==> config.mk <==
export PLATFORM = sky130hd
export DESIGN_NAME = conv_index_seq
export DESIGN_NICKNAME = d
export VERILOG_FILES = /design/src/rtl/conv_pkg.sv /design/src/rtl/conv_k_bounds.sv /design/src/rtl/conv_y_inc.sv /design/src/rtl/conv_index_seq.sv
export SDC_FILE = /design/constraint.sdc
export NUM_CORES = 1
export LEC_CHECK = 0
export ABC_AREA = 1
export CAP_MARGIN = 40
export CORE_MARGIN = 4
export CORE_UTILIZATION = 52
export CTS_BUF_LIST = sky130_fd_sc_hd__clkbuf_2 sky130_fd_sc_hd__clkbuf_4 sky130_fd_sc_hd__clkbuf_8
export DETAILED_ROUTE_END_ITERATION = 7
export GPL_TIMING_DRIVEN = 0
export PLACE_DENSITY_LB_ADDON = 0.08
export SYNTH_ARGS = -nofsm -noshare
export SYNTH_HDL_FRONTEND = slang
export SYNTH_SLANG_ARGS = --single-unit
==> constraint.sdc <==
create_clock -name clk -period 2.2 [get_ports clk]
set_input_delay 0.44 -clock clk [delete_from_list [all_inputs] [get_ports clk]]
set_output_delay 0.44 -clock clk [all_outputs]
set_load 0.01 [all_outputs]
==> src/rtl/conv_pkg.sv <==
// rtl/conv_pkg.sv - shared types, widths and size check for the convolution sequencer
package conv_pkg;

  localparam int MAX_LEN = 32;
  localparam int AW_IN   = 5;
  localparam int AW_OUT  = 6;
  localparam int SW      = 6;

  typedef enum logic [2:0] {
    IDLE  = 3'd0,
    CALC  = 3'd1,
    RUN   = 3'd2,
    FLUSH = 3'd3,
    WRITE = 3'd4,
    DONE  = 3'd5
  } state_t;

  // A length is usable when it is 1..MAX_LEN
  function automatic logic size_ok(input logic [SW-1:0] s);
    return (s != '0) && (s <= SW'(MAX_LEN));
  endfunction

endpackage

==> src/rtl/conv_k_bounds.sv <==
// rtl/conv_k_bounds.sv - valid k range and final output index for a given i
module conv_k_bounds
  import conv_pkg::*;
(
  input  logic [AW_OUT-1:0] i,
  input  logic [SW-1:0]     nx,
  input  logic [SW-1:0]     nh,
  output logic [AW_IN-1:0]  kmin,
  output logic [AW_IN-1:0]  kmax,
  output logic [AW_OUT-1:0] last
);

  logic [SW-1:0]     nx_m1;
  logic [SW-1:0]     nh_m1;
  logic [AW_OUT-1:0] lo;
  logic [AW_OUT-1:0] hi;
  logic [AW_OUT:0]   sum;

  // Clip k so that both k and i-k stay inside their sequences; last uses one spare bit so 32+32 cannot wrap
  always_comb begin
    nx_m1 = nx - SW'(1);
    nh_m1 = nh - SW'(1);
    lo    = (i > nh_m1) ? (i - nh_m1) : '0;
    hi    = (i < nx_m1) ? i : nx_m1;
    sum   = (AW_OUT+1)'(nx) + (AW_OUT+1)'(nh) - (AW_OUT+1)'(2);
    kmin  = AW_IN'(lo);
    kmax  = AW_IN'(hi);
    last  = AW_OUT'(sum);
  end

endmodule

==> src/rtl/conv_y_inc.sv <==
// rtl/conv_y_inc.sv - 6-bit y-index incrementer
module conv_y_inc
  import conv_pkg::*;
(
  input  logic [AW_OUT-1:0] a,
  output logic [AW_OUT-1:0] y
);

  assign y = a + AW_OUT'(1);

endmodule

==> src/rtl/conv_index_seq.sv <==
// rtl/conv_index_seq.sv - output/k index sequencer driving X/H reads, MAC strobes and Y writes
module conv_index_seq
  import conv_pkg::*;
(
  input  logic              clk,
  input  logic              rst_a,
  input  logic              start,
  input  logic [SW-1:0]     size_x,
  input  logic [SW-1:0]     size_h,
  output logic [AW_IN-1:0]  addr_x,
  output logic [AW_IN-1:0]  addr_h,
  output logic              rd_en,
  output logic              acc_clr,
  output logic              mac_en,
  output logic [AW_OUT-1:0] addr_y,
  output logic              wr_y,
  output logic              busy,
  output logic              done,
  output logic              size_err
);

  state_t            state_q, state_d;
  logic [AW_OUT-1:0] i_q, i_d, i_inc, last, addr_y_q;
  logic [AW_IN-1:0]  k_q, k_d, kmin, kmax;
  logic [SW-1:0]     nx_q, nx_d, nh_q, nh_d;
  logic              mac_en_q, size_err_q, size_err_d;

  conv_k_bounds u_bounds (
    .i    (i_q),
    .nx   (nx_q),
    .nh   (nh_q),
    .kmin (kmin),
    .kmax (kmax),
    .last (last)
  );

  conv_y_inc u_y_inc (
    .a (i_q),
    .y (i_inc)
  );

  // State register; reset aborts any run on the spot
  always_ff @(posedge clk or negedge rst_a) begin
    if (!rst_a) begin
      state_q <= IDLE;
    end else begin
      state_q <= state_d;
    end
  end

  // Index, latched sizes, held Y address and the one-cycle-delayed strobes
  always_ff @(posedge clk or negedge rst_a) begin
    if (!rst_a) begin
      i_q        <= '0;
      k_q        <= '0;
      nx_q       <= '0;
      nh_q       <= '0;
      addr_y_q   <= '0;
      mac_en_q   <= 1'b0;
      size_err_q <= 1'b0;
    end else begin
      i_q        <= i_d;
      k_q        <= k_d;
      nx_q       <= nx_d;
      nh_q       <= nh_d;
      mac_en_q   <= rd_en;
      size_err_q <= size_err_d;
      if (state_q == WRITE) begin
        addr_y_q <= i_q;
      end
    end
  end

  // Next-state and Moore outputs; addresses read 0 and strobes stay low outside their state
  always_comb begin
    state_d    = state_q;
    i_d        = i_q;
    k_d        = k_q;
    nx_d       = nx_q;
    nh_d       = nh_q;
    size_err_d = 1'b0;
    addr_x     = '0;
    addr_h     = '0;
    addr_y     = addr_y_q;
    rd_en      = 1'b0;
    acc_clr    = 1'b0;
    wr_y       = 1'b0;
    done       = 1'b0;
    busy       = (state_q != IDLE);
    case (state_q)
      IDLE: begin
        if (start) begin
          if (size_ok(size_x) && size_ok(size_h)) begin
            nx_d    = size_x;
            nh_d    = size_h;
            i_d     = '0;
            k_d     = '0;
            state_d = CALC;
          end else begin
            size_err_d = 1'b1;
          end
        end
      end
      CALC: begin
        acc_clr = 1'b1;
        k_d     = kmin;
        state_d = RUN;
      end
      RUN: begin
        rd_en  = 1'b1;
        addr_x = k_q;
        addr_h = AW_IN'(i_q - AW_OUT'(k_q));
        if (k_q == kmax) begin
          state_d = FLUSH;
        end else begin
          k_d = k_q + AW_IN'(1);
        end
      end
      FLUSH: begin
        state_d = WRITE;
      end
      WRITE: begin
        wr_y   = 1'b1;
        addr_y = i_q;
        if (i_q == last) begin
          state_d = DONE;
        end else begin
          i_d     = i_inc;
          state_d = CALC;
        end
      end
      DONE: begin
        done    = 1'b1;
        state_d = IDLE;
      end
      default: begin
        state_d = IDLE;
      end
    endcase
  end

  assign mac_en   = mac_en_q;
  assign size_err = size_err_q;

endmodule

* Yosys cells after proc, flatten, opt, wreduce, memory -nomap -nowiden
Index checks and enable logic that the tools add are counted.
Cells by class: $add $sub $neg 8, reduce and logical (&&, ||, !) cells 13, $lt $le $gt $ge 4, eq/ne operators 12, muxes and demuxes 25
Operators by type and width (count):
- 5-bit two-way mux | 7
- 6-bit two-way mux | 4
- 3-bit one-hot mux with 5 select lines | 1
- 5-bit one-hot mux with 3 select lines | 1
- 6-bit less-or-equal comparator (second input constant) | 2
- 3-bit two-way mux | 4
- 6-bit one-hot mux with 2 select lines | 1
- 6-bit nonzero test | 2
- 6-bit by 1-bit subtractor with 6-bit output (second input constant) | 2
- 2-bit inequality test (second input constant) | 5
- 5-bit subtractor | 2
- 4-bit AND reduction | 2
- 1-bit two-way mux | 7
- 6-bit by 1-bit adder with 6-bit output (second input constant) | 1
- 6-bit adder | 1
- 3-bit by 2-bit == test with 1-bit output (second input constant) | 2
- 3-bit == test (second input constant) | 2
- 6-bit == test | 1
- 6-bit greater-than comparator | 1
- 6-bit less-than comparator | 1
- 3-bit AND reduction | 2
- 3-bit nonzero test | 2
- 6-bit by 2-bit subtractor with 6-bit output (second input constant) | 1
- 5-bit by 1-bit adder with 5-bit output (second input constant) | 1
- 5 further kinds | 7
Storage, ports and cells: flip-flop bits (word level) 34, output and inout port bits 23

* Longest topological paths before layout
Gate-level depths: netlist of the first run.
word-level depth 6, gate-level depth with buffers 18, mapped depth without buffers 18

* Hierarchy
From an unflattened synthesis of the first run, not the netlist that was laid out.
Second synthesis, totals: cell total of the unflattened synthesis 430, area, all modules 3040.4 µm²
Modules (own cells, without submodules):
- conv_index_seq | cells each 260, instances 1, area each 2019.4 µm²
- conv_k_bounds | cells each 153, instances 1, area each 924.6 µm²
- conv_y_inc | cells each 17, instances 1, area each 96.3 µm²

* Least setup slack after synthesis of the first run
Ideal clock, no wire load.
path type flip-flop to flip-flop, from register nx_q[0], to register k_q[4], stages on the path, launching flop included 18, clock period less this slack 2418 ps, slack -218 ps, arrival time 2301 ps, path through dfrtp_1 -> inv_1 -> ha_1 -> nand3_1 -> xor2_1 -> ha_1 -> nand2_2 -> inv_2 -> a21oi_4 -> nand2_4 -> nand2_2 -> nand2_1 -> nand2_1 -> nand2_2 -> nor2_4 -> nand3_4 -> nand3_1 -> nand2_1
Between the ends: longest elaborated chain between the ends 6
RTL lines:
- from (decl) | RTL line conv_index_seq.sv:25 | logic [SW-1:0] nx_q, nx_d, nh_q, nh_d;
- from (signal assigned) | RTL line conv_index_seq.sv:64 | nx_q <= nx_d;
- 6-bit by 1-bit subtractor with 6-bit output (*) | RTL line conv_k_bounds.sv:21 | nx_m1 = nx - SW'(1);
- 6-bit less-than comparator | RTL line conv_k_bounds.sv:24 | hi = (i < nx_m1) ? i : nx_m1;
- 5-bit two-way mux (*) | RTL line conv_k_bounds.sv:24
- 5-bit == test (*) | RTL line conv_index_seq.sv:113 | if (k_q == kmax) begin
- 2-bit inequality test (no source line) (*)
- 4-bit AND reduction (no source line) (*)
- to (signal assigned) | RTL line conv_index_seq.sv:63 | k_q <= k_d;
- to (decl) | RTL line conv_index_seq.sv:24 | logic [AW_IN-1:0] k_q, k_d, kmin, kmax;
Mark *: on every way between the ends. The rest lies on a longest branch, timed or not. A chain may end at the register's enable or synchronous reset.

* Worst setup path in the final report of the first run
from register nx_q[1], to register i_q[1]
Between the ends: longest elaborated chain between the ends 5
RTL lines:
- 6-bit adder | RTL line conv_k_bounds.sv:25 | sum = (AW_OUT+1)'(nx) + (AW_OUT+1)'(nh) - (AW_OUT+1)'(2);
- 6-bit by 2-bit subtractor with 6-bit output | RTL line conv_k_bounds.sv:25
- 6-bit == test | RTL line conv_index_seq.sv:125 | if (i_q == last) begin
- 2-bit inequality test (no source line)
- 4-bit AND reduction (no source line)
- to (signal assigned) | RTL line conv_index_seq.sv:62 | i_q <= i_d;
- to (decl) | RTL line conv_index_seq.sv:23 | logic [AW_OUT-1:0] i_q, i_d, i_inc, last, addr_y_q;
No other way between the ends.

==> impl_metrics.py, run 1 <==
metrics = {
    "power_and_ir_drop": {
        "swShare_pct": 46.5,
        "p_int_uw": 2850,
        "p_leak_uw": 0.00199,
        "ir_worst_vdd_mv": 1.12,
        "power_density_nw_per_um2": 1300,
        "clkPwrFrac_pct": 11.3,
        "switchingPower_uw": 2480,
        "pwr-share-seq_pct": 19.1,
        "p_comb_share_pct": 69.7,
    },
    "synth": {
        "async_flop_share_pct": 100,
        "ys_ff_latch": 34,
        "synth.top_cells.by_count": "nand2_1 (73), inv_1 (55), nand3_1 (38)",
        "ys_types": 33,
        "ys.flop_type": "dfrtp_1",
        "ys_warn_count": 0,
        "syn_nets": 421,
        "synth_edf_count": 0,
        "yosys-top-cells-area": "dfrtp_1 (30%), ha_1 (12%), nand2_1 (9.6%), inv_1 (7.2%), nand3_1 (6.6%)",
        "synth_top_area_cell": "dfrtp_1",
        "seq_area_frac_synth_pct": 29.7,
        "netlist_area_sq_um": 2860,
        "synthCells": 375,
        "synth_top_area_share_pct": 29.7,
        "syn_avg_cell_area_sq_um": 7.63,
        "yosysMostFrequentCell": "nand2_1",
    },
    "clocking": {
        "cts_inserted_buffers": 5,
        "clk_pin_slew_ns": 0.08,
        "cts_root_buf": "clkbuf_8",
        "clk_latency_ns": 0.30,
        "clockBufferDepth": 2,
        "htree_levels": 2,
        "cts_tree": "yes",
        "cts_sinks": 34,
    },
    "timing": {
        "fin_skew_ns": 0.00982,
        "fin_crit_sh_pct": 119,
        "timing.fmax_mhz": 383,
        "finalHoldViolCount": 0,
        "min_period_ns": 2.61,
        "setup_slack_ns": -0.413,
        "worst_pin_slew_ns": 0.794,
        "maxSlewHeadroom_pct": 47.1,
        "final.setup.tns_ns": -4.91,
        "setup_viol": 15,
        "finalMaxSlewViolations": 0,
        "rsz0062_at_grt": "yes",
    },
    "placed_design": {
        "io_buffers": 37,
        "dp_hpwl_um": 5300,
        "place_congestion": 0.869,
        "place_ws_ns": -0.566,
    },
    "worst_setup_path": {
        "crit_fanout": 5,
        "endpoint_kind": "flip-flop",
        "arrival_ns": 2.79,
        "crit_type": "reg2reg",
        "required_ns": 2.38,
        "cp-start-kind": "flip-flop",
    },
    "detailed_routing": {
        "vias": 2897,
        "wl_um": 8570,
        "drc": 0,
        "ant_nets": 0,
        "wl_per_cell_um": 16.0,
        "avgViaCountPerCell": 5.39,
        "initialDrtViolationCount": 161,
        "firstDrtPassIters": 4,
    },
    "die": {
        "start_util_pct": 55.0,
        "fp.dieW_um": 82.2,
        "core_area_sq_um": 5200,
        "die_area_sq_um": 6750,
        "die_h_um": 82.2,
        "pin_count": 38,
        "rows": 26,
    },
    "outcome": {
        "status": "finished, violations left",
        "violations": "setup timing",
    },
    "global_route": {
        "grt_pass1_vias": 2752,
        "grt_pass1_wl_um": 13200,
        "grt_use_total_pct": 26.1,
        "grt_max_degree": 35,
        "grt_overflow": 0,
        "antenna_found_initial": 0,
    },
    "cells_and_area": {
        "area_growth_pct": 43.2,
        "drive_above_1_share_pct": 37.0,
        "nNetsFinal": 512,
        "antennaDiodeCount": 0,
    },
    "run": {
        "max_cap_violations": 0,
    },
    "hold_path": {
        "hold_path_class": "in2async",
    },
}
==> registers in the layout (all words and copies together) (netlist names) <==
register,flops
state_q,3
addr_y_q,6
nx_q,6
size_err,1
nh_q,6
k_q,5
i_q,6
mac_en,1
==> power groups by stage <==
stage	Sequential, uW	Clock [uW]	Combinational, uW
final	1020	601	3720
after global routing	1040	634	4070
after CTS	983	599	3120
after detailed placement	1000	0	2670
after global placement	994	0	2580
after floorplan	960	0	2020
==> layout by cell type (no fill, tap or decap), types with 12 or more instances in the layout <==
cell / n
buf_2: 14
dfrtp_1: 27
ha_1: 20
xor2_1: 14
o21ai_0: 12
nor2_1: 20
a21oi_1: 12
buf_4: 40
clkdlybuf4s50_1: 18
nand2_2: 16
nand3_1: 35
nand2_1: 62
inv_1: 41
==> cell families after synthesis <==
| family | after synthesis | synth area share (%) |
|---|---|---|
| adder cells (fa/ha/maj) | 31 | 14.3 |
| buffers and inverters | 64 | 8.75 |
| flip-flops | 34 | 29.7 |
| XOR/XNOR | 29 | 9.14 |
| AND/OR/NAND/NOR | 174 | 30.0 |
| AO/OA/AOI/OAI | 43 | 8.05 |
==> cell type report <==
type,instances,area [sq um]
Tap cell,70,87.6
Sequential cell,34,860
Clock buffer,6,76.3
Multi-Input combinational cell,277,2070
Timing Repair Buffer,84,678
Inverter,57,233
Buffer,7,57.6
Clock inverter,2,37.5
Fill cell,361,1110
==> metrics by stage <==
stage	instances	cell area (sq um)	total power (uW)	hold WS (ns)	utilization [%]
detailed placement	482	3350	3680	0.485	64.3
CTS	516	3790	4710	0.246	72.7
finish	537	4100	5330	0.217	78.8
global placement	482	3350	3570	0.471	64.4
global route	537	4100	5730	0.286	78.8
floorplan	375	2890	2990	0.144	-
==> routing by layer <==
| metal | vias to the layer above | track usage (%) | share of wire [%] |
|---|---|---|---|
| met4 | 0 | 11.8 | 2.9 |
| met3 | 25 | 5.21 | 5.6 |
| met5 | - | 0 | 0 |
| met1 | 1387 | 30.7 | 40 |
| li1 | 1396 | - | - |
| met2 | 89 | 45.5 | 52 |
==> critical path, stage by stage, from the launching register on <==
cell,delay (ns)
dfrtp_1,0.41
inv_4,0.08
ha_4,0.26
inv_2,0.04
ha_4,0.16
fa_2,0.57
xnor2_1,0.11
nand3_1,0.12
nor3b_2,0.20
nand2_1,0.10
nand2_2,0.12
nand2_4,0.07
buf_6,0.15
nand3_4,0.06
o21ai_2,0.06
==> path summary, 6_finish.rpt <==
| path | endpoint | slack, ns | start | cells after the start |
|---|---|---|---|---|
| max | i_q[1]$_DFFE_PN0P_ | -0.41 | nx_q[1]$_DFFE_PN0P_ | 14 |
| min | addr_y_q[4]$_DFF_PN0_ | 0.22 | rst_a | 1 |
| max reg2reg | i_q[1]$_DFFE_PN0P_ | -0.41 | nx_q[1]$_DFFE_PN0P_ | 14 |
| min reg2reg | addr_y_q[4]$_DFF_PN0_ | 0.48 | addr_y_q[4]$_DFF_PN0_ | 2 |
| max in group asynchronous | state_q[0]$_DFFE_PN0P_ | 1.42 | rst_a | 1 |
| min in group clk | addr_y_q[4]$_DFF_PN0_ | 0.48 | addr_y_q[4]$_DFF_PN0_ | 2 |
==> repair_timing <==
item / in CTS / in global routing
pin swaps: 9 / 26
buffers inserted: 25 / 19
hold buffers: 0 / 0
gates cloned: 1 / 2
gates resized for setup: 96 / 58
setup endpoints to repair: 32 / 28
Power figures use the tool's default switching activity.
==> run 2, diff against run 1 <==
--- a/config.mk
+++ b/config.mk
@@ -5,7 +5,6 @@
 export SDC_FILE = /design/constraint.sdc
 export NUM_CORES = 1
 export LEC_CHECK = 0
-export ABC_AREA = 1
 export CAP_MARGIN = 40
 export CORE_MARGIN = 4
 export CORE_UTILIZATION = 52
==> impl_metrics.py, run 2 <==
metrics = {
    "detailed_routing": {
        "wl_um": 8610,
        "initialDrtViolationCount": 104,
        "wl_per_cell_um": 18.2,
        "ant_nets": 0,
        "avgViaCountPerCell": 5.79,
        "drc": 0,
        "firstDrtPassIters": 4,
        "vias": 2737,
    },
    "cells_and_area": {
        "postLayoutCellArea_sq_um": 4180,
        "antennaDiodeCount": 0,
        "area_growth_pct": 47.3,
        "mostFrequentLayoutCell": "buf_4",
        "nNetsFinal": 448,
        "n_fill_cell": 321,
        "post-route-util_pct": 80.3,
        "most-common-layout-cells": "buf_4 (43), dfrtp_1 (27), xnor2_1 (24), inv_1 (23), ha_1 (23)",
        "drive_above_1_share_pct": 38.5,
    },
    "worst_setup_path": {
        "arrival_ns": 3.20,
        "required_ns": 2.41,
        "crit_type": "reg2reg",
        "critPathLaunch": "nx_q[2]$_DFFE_PN0P_",
        "r2r-start": "nx_q[2]$_DFFE_PN0P_",
        "crit_fanout": 5,
        "cp-start-kind": "flip-flop",
        "rr_worst_depth": 10,
        "r2r_setup_slack_ns": -0.79,
        "endpoint_kind": "flip-flop",
        "r2r_end": "k_q[1]$_DFFE_PN0P_",
    },
    "clocking": {
        "cts_root_buf": "clkbuf_8",
        "cts_tree": "yes",
        "cts_sinks": 34,
        "cts_inserted_buffers": 5,
        "clockBufferDepth": 2,
        "clk_pin_slew_ns": 0.07,
        "htree_levels": 2,
        "clk_latency_ns": 0.28,
    },
    "global_route": {
        "grt_use_total_pct": 25.6,
        "grt_pass1_vias": 2718,
        "grt_max_degree": 35,
        "grt_pass1_wl_um": 12900,
        "grt_overflow": 0,
        "antenna_found_initial": 0,
    },
    "timing": {
        "fin_skew_ns": 0.00623,
        "maxSlewHeadroom_pct": 45.3,
        "min_period_ns": 2.99,
        "setup_viol": 15,
        "final.setup.tns_ns": -9.83,
        "timing.fmax_mhz": 334,
        "worst_pin_slew_ns": 0.821,
        "setup_slack_ns": -0.791,
        "finalMaxSlewViolations": 0,
        "hold_ws_ns": 0.252,
        "rsz0062_at_grt": "yes",
        "fin_crit_sh_pct": 136,
        "finalHoldViolCount": 0,
    },
    "outcome": {
        "status": "finished, violations left",
        "violations": "setup timing",
    },
    "run": {
        "max_cap_violations": 0,
    },
    "die": {
        "start_util_pct": 54.5,
        "rows": 26,
        "pin_count": 38,
        "die_area_sq_um": 6700,
        "die_h_um": 81.9,
        "fp.dieW_um": 81.9,
        "core_area_sq_um": 5200,
    },
    "synth": {
        "netlist_area_sq_um": 2840,
        "seq_area_frac_synth_pct": 30.0,
        "yosys-top-cells-area": "dfrtp_1 (30%), ha_1 (12%), xnor2_1 (8.0%), inv_1 (3.8%), nand2_1 (3.2%)",
        "ys_ff_latch": 34,
        "synth.top_cells.by_count": "dfrtp_1 (34), inv_1 (29), ha_1 (28)",
        "synthCells": 312,
        "synth_top_area_cell": "dfrtp_1",
        "syn_avg_cell_area_sq_um": 9.09,
        "ys.flop_type": "dfrtp_1",
        "synth_edf_count": 0,
        "ys_warn_count": 0,
        "async_flop_share_pct": 100,
        "syn_nets": 358,
        "synth_top_area_share_pct": 30.0,
        "ys_types": 55,
        "yosysMostFrequentCell": "dfrtp_1",
    },
    "power_and_ir_drop": {
        "power_density_nw_per_um2": 279,
        "power_uw": 1170,
        "p_leak_uw": 0.00192,
        "ir_worst_vdd_mv": 0.372,
    },
    "placed_design": {
        "io_buffers": 37,
        "placed_area_sq_um": 3400,
        "dp_hpwl_um": 5230,
        "place_congestion": 0.833,
    },
    "hold_path": {
        "hold_path_class": "in2async",
    },
}
run 2: cell types whose count changed after synthesis, moves of 5 or more:
| cell | change |
|---|---|
| a21o_1 | +5 |
| and2_1 | +6 |
| clkbuf_1 | +6 |
| inv_1 | -26 |
| mux2_2 | +6 |
| nand2_1 | -49 |
| nand2_2 | -7 |
| nand3_1 | -30 |
| nor2_1 | -10 |
| or3_1 | +5 |
| xnor2_1 | +13 |
| xor2_1 | -7 |
run 2: area by class of cell:
| class | instances | area (sq um) | share of cell area [%] |
|---|---|---|---|
| Buffer | 7 | 67.6 | 1.62 |
| Clock buffer | 7 | 90.1 | 2.16 |
| Clock inverter | 1 | 5.00 | 0.120 |
| Inverter | 30 | 124 | 2.96 |
| Multi-Input combinational cell | 236 | 2180 | 52.1 |
| Sequential cell | 34 | 860 | 20.6 |
| Tap cell | 70 | 87.6 | 2.10 |
| Timing Repair Buffer | 88 | 767 | 18.4 |
run 2: worst max-delay path, stage by stage, from the launching register on:
cell and delay [ns]:
dfrtp_2 0.45, nor3_4 0.05, buf_4 0.14, xnor2_2 0.37, ha_4 0.29, a21oi_1 0.31, o21ai_4 0.11, a2111oi_4 0.40
nor2_2 0.14, or4_4 0.48, a31oi_4 0.17
run 2: through the flow:
step	worst slack, ns	std cells
global route	-0.910	473
floorplan	-0.586	312
finish	-0.791	473
CTS	-0.728	453
global placement	-0.967	419
detailed placement	-0.997	419
run 2: where the power goes:
group / internal [uW] / switching, uW / total [uW]
sequential: 625 / 0 / 625
clock: 265 / 226 / 491
combinational: 22.5 / 28.4 / 51.0
run 2: how the worst max path moves through the flow:
stage                     depth (start not counted)            endpoint  slack (ns)
final                                            10  k_q[1]$_DFFE_PN0P_       -0.79
after global routing                             10  k_q[1]$_DFFE_PN0P_       -0.91
after CTS                                        10  k_q[1]$_DFFE_PN0P_       -0.73
after detailed placement                          9  k_q[1]$_DFFE_PN0P_        -1.0
after global placement                            9  k_q[1]$_DFFE_PN0P_       -0.97
after floorplan                                   9  k_q[1]$_DFFE_PN0P_       -0.59
run 2: cell families after synthesis:
kind of cell               Yosys count  synth area share (%)
AOI/OAI and AO/OA                   79                  20.1
DFF                                 34                  30.0
xor gates and xnor gates            34                  10.5
buffers and inverters               42                  6.22
adders and majority gates           31                  14.5
muxes                                6                  2.38
and+or+nand+nor                     86                  16.4
run 2: timing repair:
action / 4_1_cts / 5_1_grt
cloned: 2 / 0
setup buffers: 28 / 21
pin swaps: 40 / 21
endpoints found under the setup margin: 44 / 36
resized for setup: 97 / 42
hold buffers: 0 / 0
run 2: per-layer routing:
| metal | global-route usage (%) | vias up | routed length [um] |
|---|---|---|---|
| li1 | - | 1290 | - |
| met1 | 31.6 | 1328 | 3460 |
| met2 | 43.3 | 97 | 4390 |
| met3 | 4.39 | 22 | 451 |
| met4 | 11.8 | 0 | 310 |
| met5 | 0 | - | 0 |
